`src/rtl/board_ctrl_if.sv`:
```
// board_ctrl_if: request/response bundle between a game front end and board_ctrl.
//   new_game, move_valid, move_row, move_col, who_won  : front end -> board_ctrl
//   board_state, current_player, move_ack, move_err,
//   busy, game_over, winner, moves_made                 : board_ctrl -> front end
interface board_ctrl_if;
    logic        new_game;
    logic        move_valid;
    logic [1:0]  move_row;
    logic [1:0]  move_col;
    logic [2:0]  who_won;
    logic [17:0] board_state;
    logic        current_player;
    logic        move_ack;
    logic        move_err;
    logic        busy;
    logic        game_over;
    logic [1:0]  winner;
    logic [3:0]  moves_made;

    modport slave (
        input  new_game, move_valid, move_row, move_col, who_won,
        output board_state, current_player, move_ack, move_err, busy, game_over, winner, moves_made
    );

    modport master (
        output new_game, move_valid, move_row, move_col, who_won,
        input  board_state, current_player, move_ack, move_err, busy, game_over, winner, moves_made
    );
endinterface

```
`src/rtl/board_ctrl.sv`:
```
// board_ctrl: tic-tac-toe board keeper; validates moves, waits CHECK_WAIT cycles for
// the external win checker, then advances the turn or ends the game.
//   clk, rst : clock and synchronous active-high reset
//   bus      : board_ctrl_if.slave carrying move requests, checker result and all status
module board_ctrl #(
    parameter int unsigned CHECK_WAIT = 2
) (
    input logic         clk,
    input logic         rst,
    board_ctrl_if.slave bus
);
    typedef enum logic [1:0] {WAIT_MOVE, CHECK, OVER} state_t;
    localparam logic [17:0] EMPTY = 18'h2AAAA;

    state_t      state_q;
    logic [17:0] board_q;
    logic        player_q;
    logic        ack_q;
    logic        err_q;
    logic        busy_q;
    logic        over_q;
    logic [1:0]  winner_q;
    logic [3:0]  moves_q;
    logic [3:0]  cnt_q;
    logic [4:0]  pos_d;
    logic [17:0] sel_d;
    logic        legal_d;

    // Bit offset of the addressed cell; out-of-range rows/columns are rejected before use.
    always_comb begin
        pos_d   = 5'(bus.move_row) * 5'd6 + 5'(bus.move_col) * 5'd2;
        sel_d   = board_q >> pos_d;
        legal_d = (bus.move_row < 2'd3) && (bus.move_col < 2'd3) && (sel_d[1:0] == 2'd2);
    end

    always_ff @(posedge clk) begin
        if (rst || bus.new_game) begin
            state_q  <= WAIT_MOVE;
            board_q  <= EMPTY;
            player_q <= 1'b0;
            ack_q    <= 1'b0;
            err_q    <= 1'b0;
            busy_q   <= 1'b0;
            over_q   <= 1'b0;
            winner_q <= 2'd3;
            moves_q  <= 4'd0;
            cnt_q    <= 4'd0;
        end else begin
            ack_q <= 1'b0;
            err_q <= 1'b0;
            case (state_q)
                WAIT_MOVE: begin
                    if (bus.move_valid && legal_d) begin
                        board_q <= (board_q & ~(18'h3 << pos_d)) | (18'(player_q) << pos_d);
                        moves_q <= moves_q + 4'd1;
                        ack_q   <= 1'b1;
                        busy_q  <= 1'b1;
                        cnt_q   <= 4'(CHECK_WAIT);
                        state_q <= CHECK;
                    end else if (bus.move_valid) begin
                        err_q <= 1'b1;
                    end
                end
                CHECK: begin
                    cnt_q <= cnt_q - 4'd1;
                    // Last wait cycle: the checker result is taken now.
                    if (cnt_q == 4'd1) begin
                        busy_q <= 1'b0;
                        if (bus.who_won < 3'd2) begin
                            winner_q <= bus.who_won[1:0];
                            over_q   <= 1'b1;
                            state_q  <= OVER;
                        end else if (bus.who_won == 3'd2 || moves_q == 4'd9) begin
                            winner_q <= 2'd2;
                            over_q   <= 1'b1;
                            state_q  <= OVER;
                        end else begin
                            player_q <= ~player_q;
                            state_q  <= WAIT_MOVE;
                        end
                    end
                end
                OVER: err_q <= bus.move_valid;
                default: state_q <= WAIT_MOVE;
            endcase
        end
    end

    assign bus.board_state    = board_q;
    assign bus.current_player = player_q;
    assign bus.move_ack       = ack_q;
    assign bus.move_err       = err_q;
    assign bus.busy           = busy_q;
    assign bus.game_over      = over_q;
    assign bus.winner         = winner_q;
    assign bus.moves_made     = moves_q;
endmodule

```
`src/flat_wrapper.sv`:
```
// flat-port wrapper written by rule: the top's interface ports become plain ports
module board_ctrl_flat 
#(
    parameter int unsigned CHECK_WAIT = 2
)
  (clk, rst, bus_new_game, bus_move_valid, bus_move_row, bus_move_col, bus_who_won, bus_board_state, bus_current_player, bus_move_ack, bus_move_err, bus_busy, bus_game_over, bus_winner, bus_moves_made);
  board_ctrl_if bus_i ();
  input logic clk;
  input logic rst;
  input wire logic [$bits(bus_i.new_game)-1:0] bus_new_game;
  input wire logic [$bits(bus_i.move_valid)-1:0] bus_move_valid;
  input wire logic [$bits(bus_i.move_row)-1:0] bus_move_row;
  input wire logic [$bits(bus_i.move_col)-1:0] bus_move_col;
  input wire logic [$bits(bus_i.who_won)-1:0] bus_who_won;
  output wire logic [$bits(bus_i.board_state)-1:0] bus_board_state;
  output wire logic [$bits(bus_i.current_player)-1:0] bus_current_player;
  output wire logic [$bits(bus_i.move_ack)-1:0] bus_move_ack;
  output wire logic [$bits(bus_i.move_err)-1:0] bus_move_err;
  output wire logic [$bits(bus_i.busy)-1:0] bus_busy;
  output wire logic [$bits(bus_i.game_over)-1:0] bus_game_over;
  output wire logic [$bits(bus_i.winner)-1:0] bus_winner;
  output wire logic [$bits(bus_i.moves_made)-1:0] bus_moves_made;
  assign bus_i.new_game = bus_new_game;
  assign bus_i.move_valid = bus_move_valid;
  assign bus_i.move_row = bus_move_row;
  assign bus_i.move_col = bus_move_col;
  assign bus_i.who_won = bus_who_won;
  assign bus_board_state = bus_i.board_state;
  assign bus_current_player = bus_i.current_player;
  assign bus_move_ack = bus_i.move_ack;
  assign bus_move_err = bus_i.move_err;
  assign bus_busy = bus_i.busy;
  assign bus_game_over = bus_i.game_over;
  assign bus_winner = bus_i.winner;
  assign bus_moves_made = bus_i.moves_made;
  board_ctrl #(.CHECK_WAIT(CHECK_WAIT)) u_core (.clk(clk), .rst(rst), .bus(bus_i));
endmodule
```
`config.mk`:
```
export PLATFORM = sky130hd
export DESIGN_NAME = board_ctrl_flat
export DESIGN_NICKNAME = d
export VERILOG_FILES = /design/src/rtl/board_ctrl_if.sv /design/src/rtl/board_ctrl.sv /design/src/flat_wrapper.sv
export SDC_FILE = /design/constraint.sdc
export NUM_CORES = 1
export LEC_CHECK = 0
export ABC_AREA = 1
export BUFFER_PORTS_ARGS = -buffer_cell sky130_fd_sc_hd__buf_4
export CAP_MARGIN = 0
export CORE_MARGIN = 8
export CORE_UTILIZATION = 54
export DETAILED_ROUTE_END_ITERATION = 7
export MAX_ROUTING_LAYER = met4
export PLACE_DENSITY = 0.79
export SYNTH_ARGS = -nofsm -noshare
export SYNTH_HDL_FRONTEND = slang
export SYNTH_SLANG_ARGS = --single-unit
export TNS_END_PERCENT = 20
```
`constraint.sdc`:
```
create_clock -name clk -period 3.9 [get_ports clk]
set_clock_uncertainty 0.15 [all_clocks]
set_input_delay 0.78 -clock clk [delete_from_list [all_inputs] [get_ports clk]]
set_output_delay 0.78 -clock clk [all_outputs]
set_load 0.1 [all_outputs]
```
==> metrics <==
Period minus WS final 3.423 ns; sequential fraction of the synthesis area 36.89%; Mapped Avg Cell Area 6.735 µm²; CP Capture Type register; hold_buf cts 0; PD cells 313.7 mW/mm²; antenna diode count 0; syn nets between 300 and 400; maximum vdd drop 206.7 µV; Die Wd 75.31 µm; clock-pin transition on the worst setup and hold timing paths 0.10 ns; setup TNS 0 ns; fill count 321; Top Ports 40; CTS H-tree depth 2; layout net count 341; Tcrit/Tclk final between 80 and 90%; initial core utilization 56.47%; initial antenna violation count 0; CP arrival ~3.5 ns; initial drt markers roughly 180; Final Hold Viols 0; max-slew violation count 0; largest net degree at the start of global routing 26; WP data required 3.98 ns; Post-synth EDFFs 0; CTS tree built; grt ovf 0; final wirelength 4386 µm; Vias per Instance between 5 and 6; final worst slack 0.4773 ns; global-route wire length before repair 7155 µm; Synth Flop Type dfxtp_1; critical path launch point type primary input; final cell count without fillers 368; clock buffer depth 2; Clock Latency Late Sink roughly 0.33 ns; Slew @ Worst Pin 0.4987 ns; Syn Inst Count 282; cell internal pwr about 0.00048 W; CTS resizes 0; fmax ~300 MHz; worst slack at placement 0.1711 ns; HPWL after DPL 3360 µm; Hold WC Path Type reg -> reg; via count between 1,500 and 2,000; global placer's final weighted congestion 0.9677; Fin Hold WS ~0.34 ns; asr flop ratio synth 0%; IO buf count 39; sequential cell area 700.7 µm²; final antenna-violating net count 0; Global Route Usage Sum 16.61%; mapped cell area 0.001899 mm²; dpl cells 360; Gate power share a little over a fifth; Yosys cell types 29; CP max FO 25; LEAKAGE 1.082 nW; RSZ-0062 raised after global routing no; vias in the first global route 1,574; FF+latch count, synth 35; CTS Root Cell clkbuf_4; Tot Pwr just over 0.0007 W; synth warn 0; Pre-antenna DRT Iters 5; layout cells sized above 1 17.08%; Setup Crit Path Kind in -> reg; max-cap violations 0; TritonCTS buffer count 5; Final setup viols 0; Seq pwr share 51.7%; clock network power share between 20% and 30%; clk sink count 35; DR WL/cell roughly 12 µm; multi-input logic area 0.001002 mm²; Residual DRC 0; Core Area 0.003363 mm²; switching pwr 0.0002312 W; synth-to-layout area growth 18.77%; Slew HR 66.72%; Switching Fraction 32.68%; DIE HEIGHT 75.31 µm; # rows 21; status finished, final reports clean; Setup Fix Bufs, Post-CTS 0; die footprint ~0.0057 mm²
## area by class of cell
class,count,share of cell area [%]
tap,46,2.551
clock inverter,1,0.2219
inverter,38,6.434
timing repair buffer,40,13.31
sequential,35,31.06
multi-input combinational,201,44.43
clock buffer,7,1.997
## sequential cells by signal, summed over array words and instances, names as in the netlist, 2 cells and up
signal,cells
u_core.bus.board_state,18
u_core.bus.moves_made,4
u_core.bus.winner,2
u_core.cnt_q,4
u_core.state_q,2
## cell families after synthesis
kind of cell | Yosys count | share of synthesized area [%]
and+or+nand+nor | 153 | 34.39
buffers and inverters | 46 | 10.34
AOI/OAI and AO/OA | 36 | 9.684
DFF | 35 | 36.89
adders and majority gates | 9 | 6.324
xor gates and xnor gates | 3 | 2.372
## path summary, 6_finish.rpt
path / to / cells past startpoint / slack [ns] / startpoint
worst max-delay path: u_core.bus.moves_made[0] / 13 / 0.48 / bus_move_row[0]
worst min-delay path: u_core.bus.board_state[3] / 2 / 0.34 / u_core.bus.board_state[3]
worst max register to register: u_core.bus.moves_made[0] / 9 / 1.85 / u_core.bus.board_state[17]
worst min register to register: u_core.bus.board_state[3] / 2 / 0.34 / u_core.bus.board_state[3]
## through the flow
| step | instance area (µm²) | utilization [%] |
|---|---|---|
| finish | 2256 | 67.08 |
| global route | 2256 | 67.08 |
| CTS | 2256 | 67.08 |
| detailed placement | 2206 | 65.59 |
| global placement | 2206 | 65.59 |
| floorplan | 1899 | - |
## routing by layer
layer / global-route usage [%] / wire [µm]
met4: 6.823 / 71
met3: 3.816 / 356
met5: - / 0
met2: 24.16 / 1904
met1: 21.59 / 2054
## cells in the mapped netlist, types with 2 or more instances
| cell | count | area (µm²) |
|---|---|---|
| nor3_1 | 2 | 10.01 |
| buf_2 | 2 | 10.01 |
| buf_6 | 2 | 22.52 |
| inv_2 | 2 | 7.510 |
| a21oi_1 | 18 | 90.09 |
| o21ai_1 | 7 | 35.03 |
| dfxtp_1 | 35 | 700.7 |
| nor2_2 | 3 | 18.77 |
| o21ai_0 | 9 | 45.04 |
| ha_1 | 8 | 100.1 |
| inv_1 | 34 | 127.6 |
| nand3_1 | 18 | 90.09 |
| nor2_1 | 24 | 90.09 |
| nand2_1 | 96 | 360.4 |
| clkbuf_1 | 3 | 11.26 |
| nand4_1 | 6 | 37.54 |
## power by group through the flow
stage / Combinational, W / Clock, W / Sequential [W]
5_1_grt: 0.000167 / 0.000210 / 0.000367
3_5_place_dp: 0.000151 / 0 / 0.000374
2_1_floorplan: 0.0000956 / 0 / 0.000399
3_3_place_gp: 0.000150 / 0 / 0.000374
6_report: 0.000153 / 0.000189 / 0.000366
4_1_cts: 0.000152 / 0.000195 / 0.000366
## critical path: stages
cell and delay [ns]:
buf_4 0.09, inv_1 0.04, ha_1 0.32, fa_1 0.72, nand2_1 0.15, nor3_1 0.22, o21ai_0 0.21, nor2_4 0.17
nand4_4 0.31, inv_2 0.29, nand2_1 0.08, nand2_1 0.07, nor2_1 0.04
## placed cells by master, fill, tap and decap left out, types with 2 or more instances in the layout
cell      count
clkbuf_1      2
nand3_1      18
dfxtp_1      35
nor2_1       24
a21oi_1      18
ha_1          8
buf_4        40
o21ai_1       7
nor2_2        3
nor3_1        2
nand4_1       6
inv_2         2
inv_1        34
clkbuf_4      5
o21ai_0       9
nand2_1      96
Power figures use the tool's default switching activity.
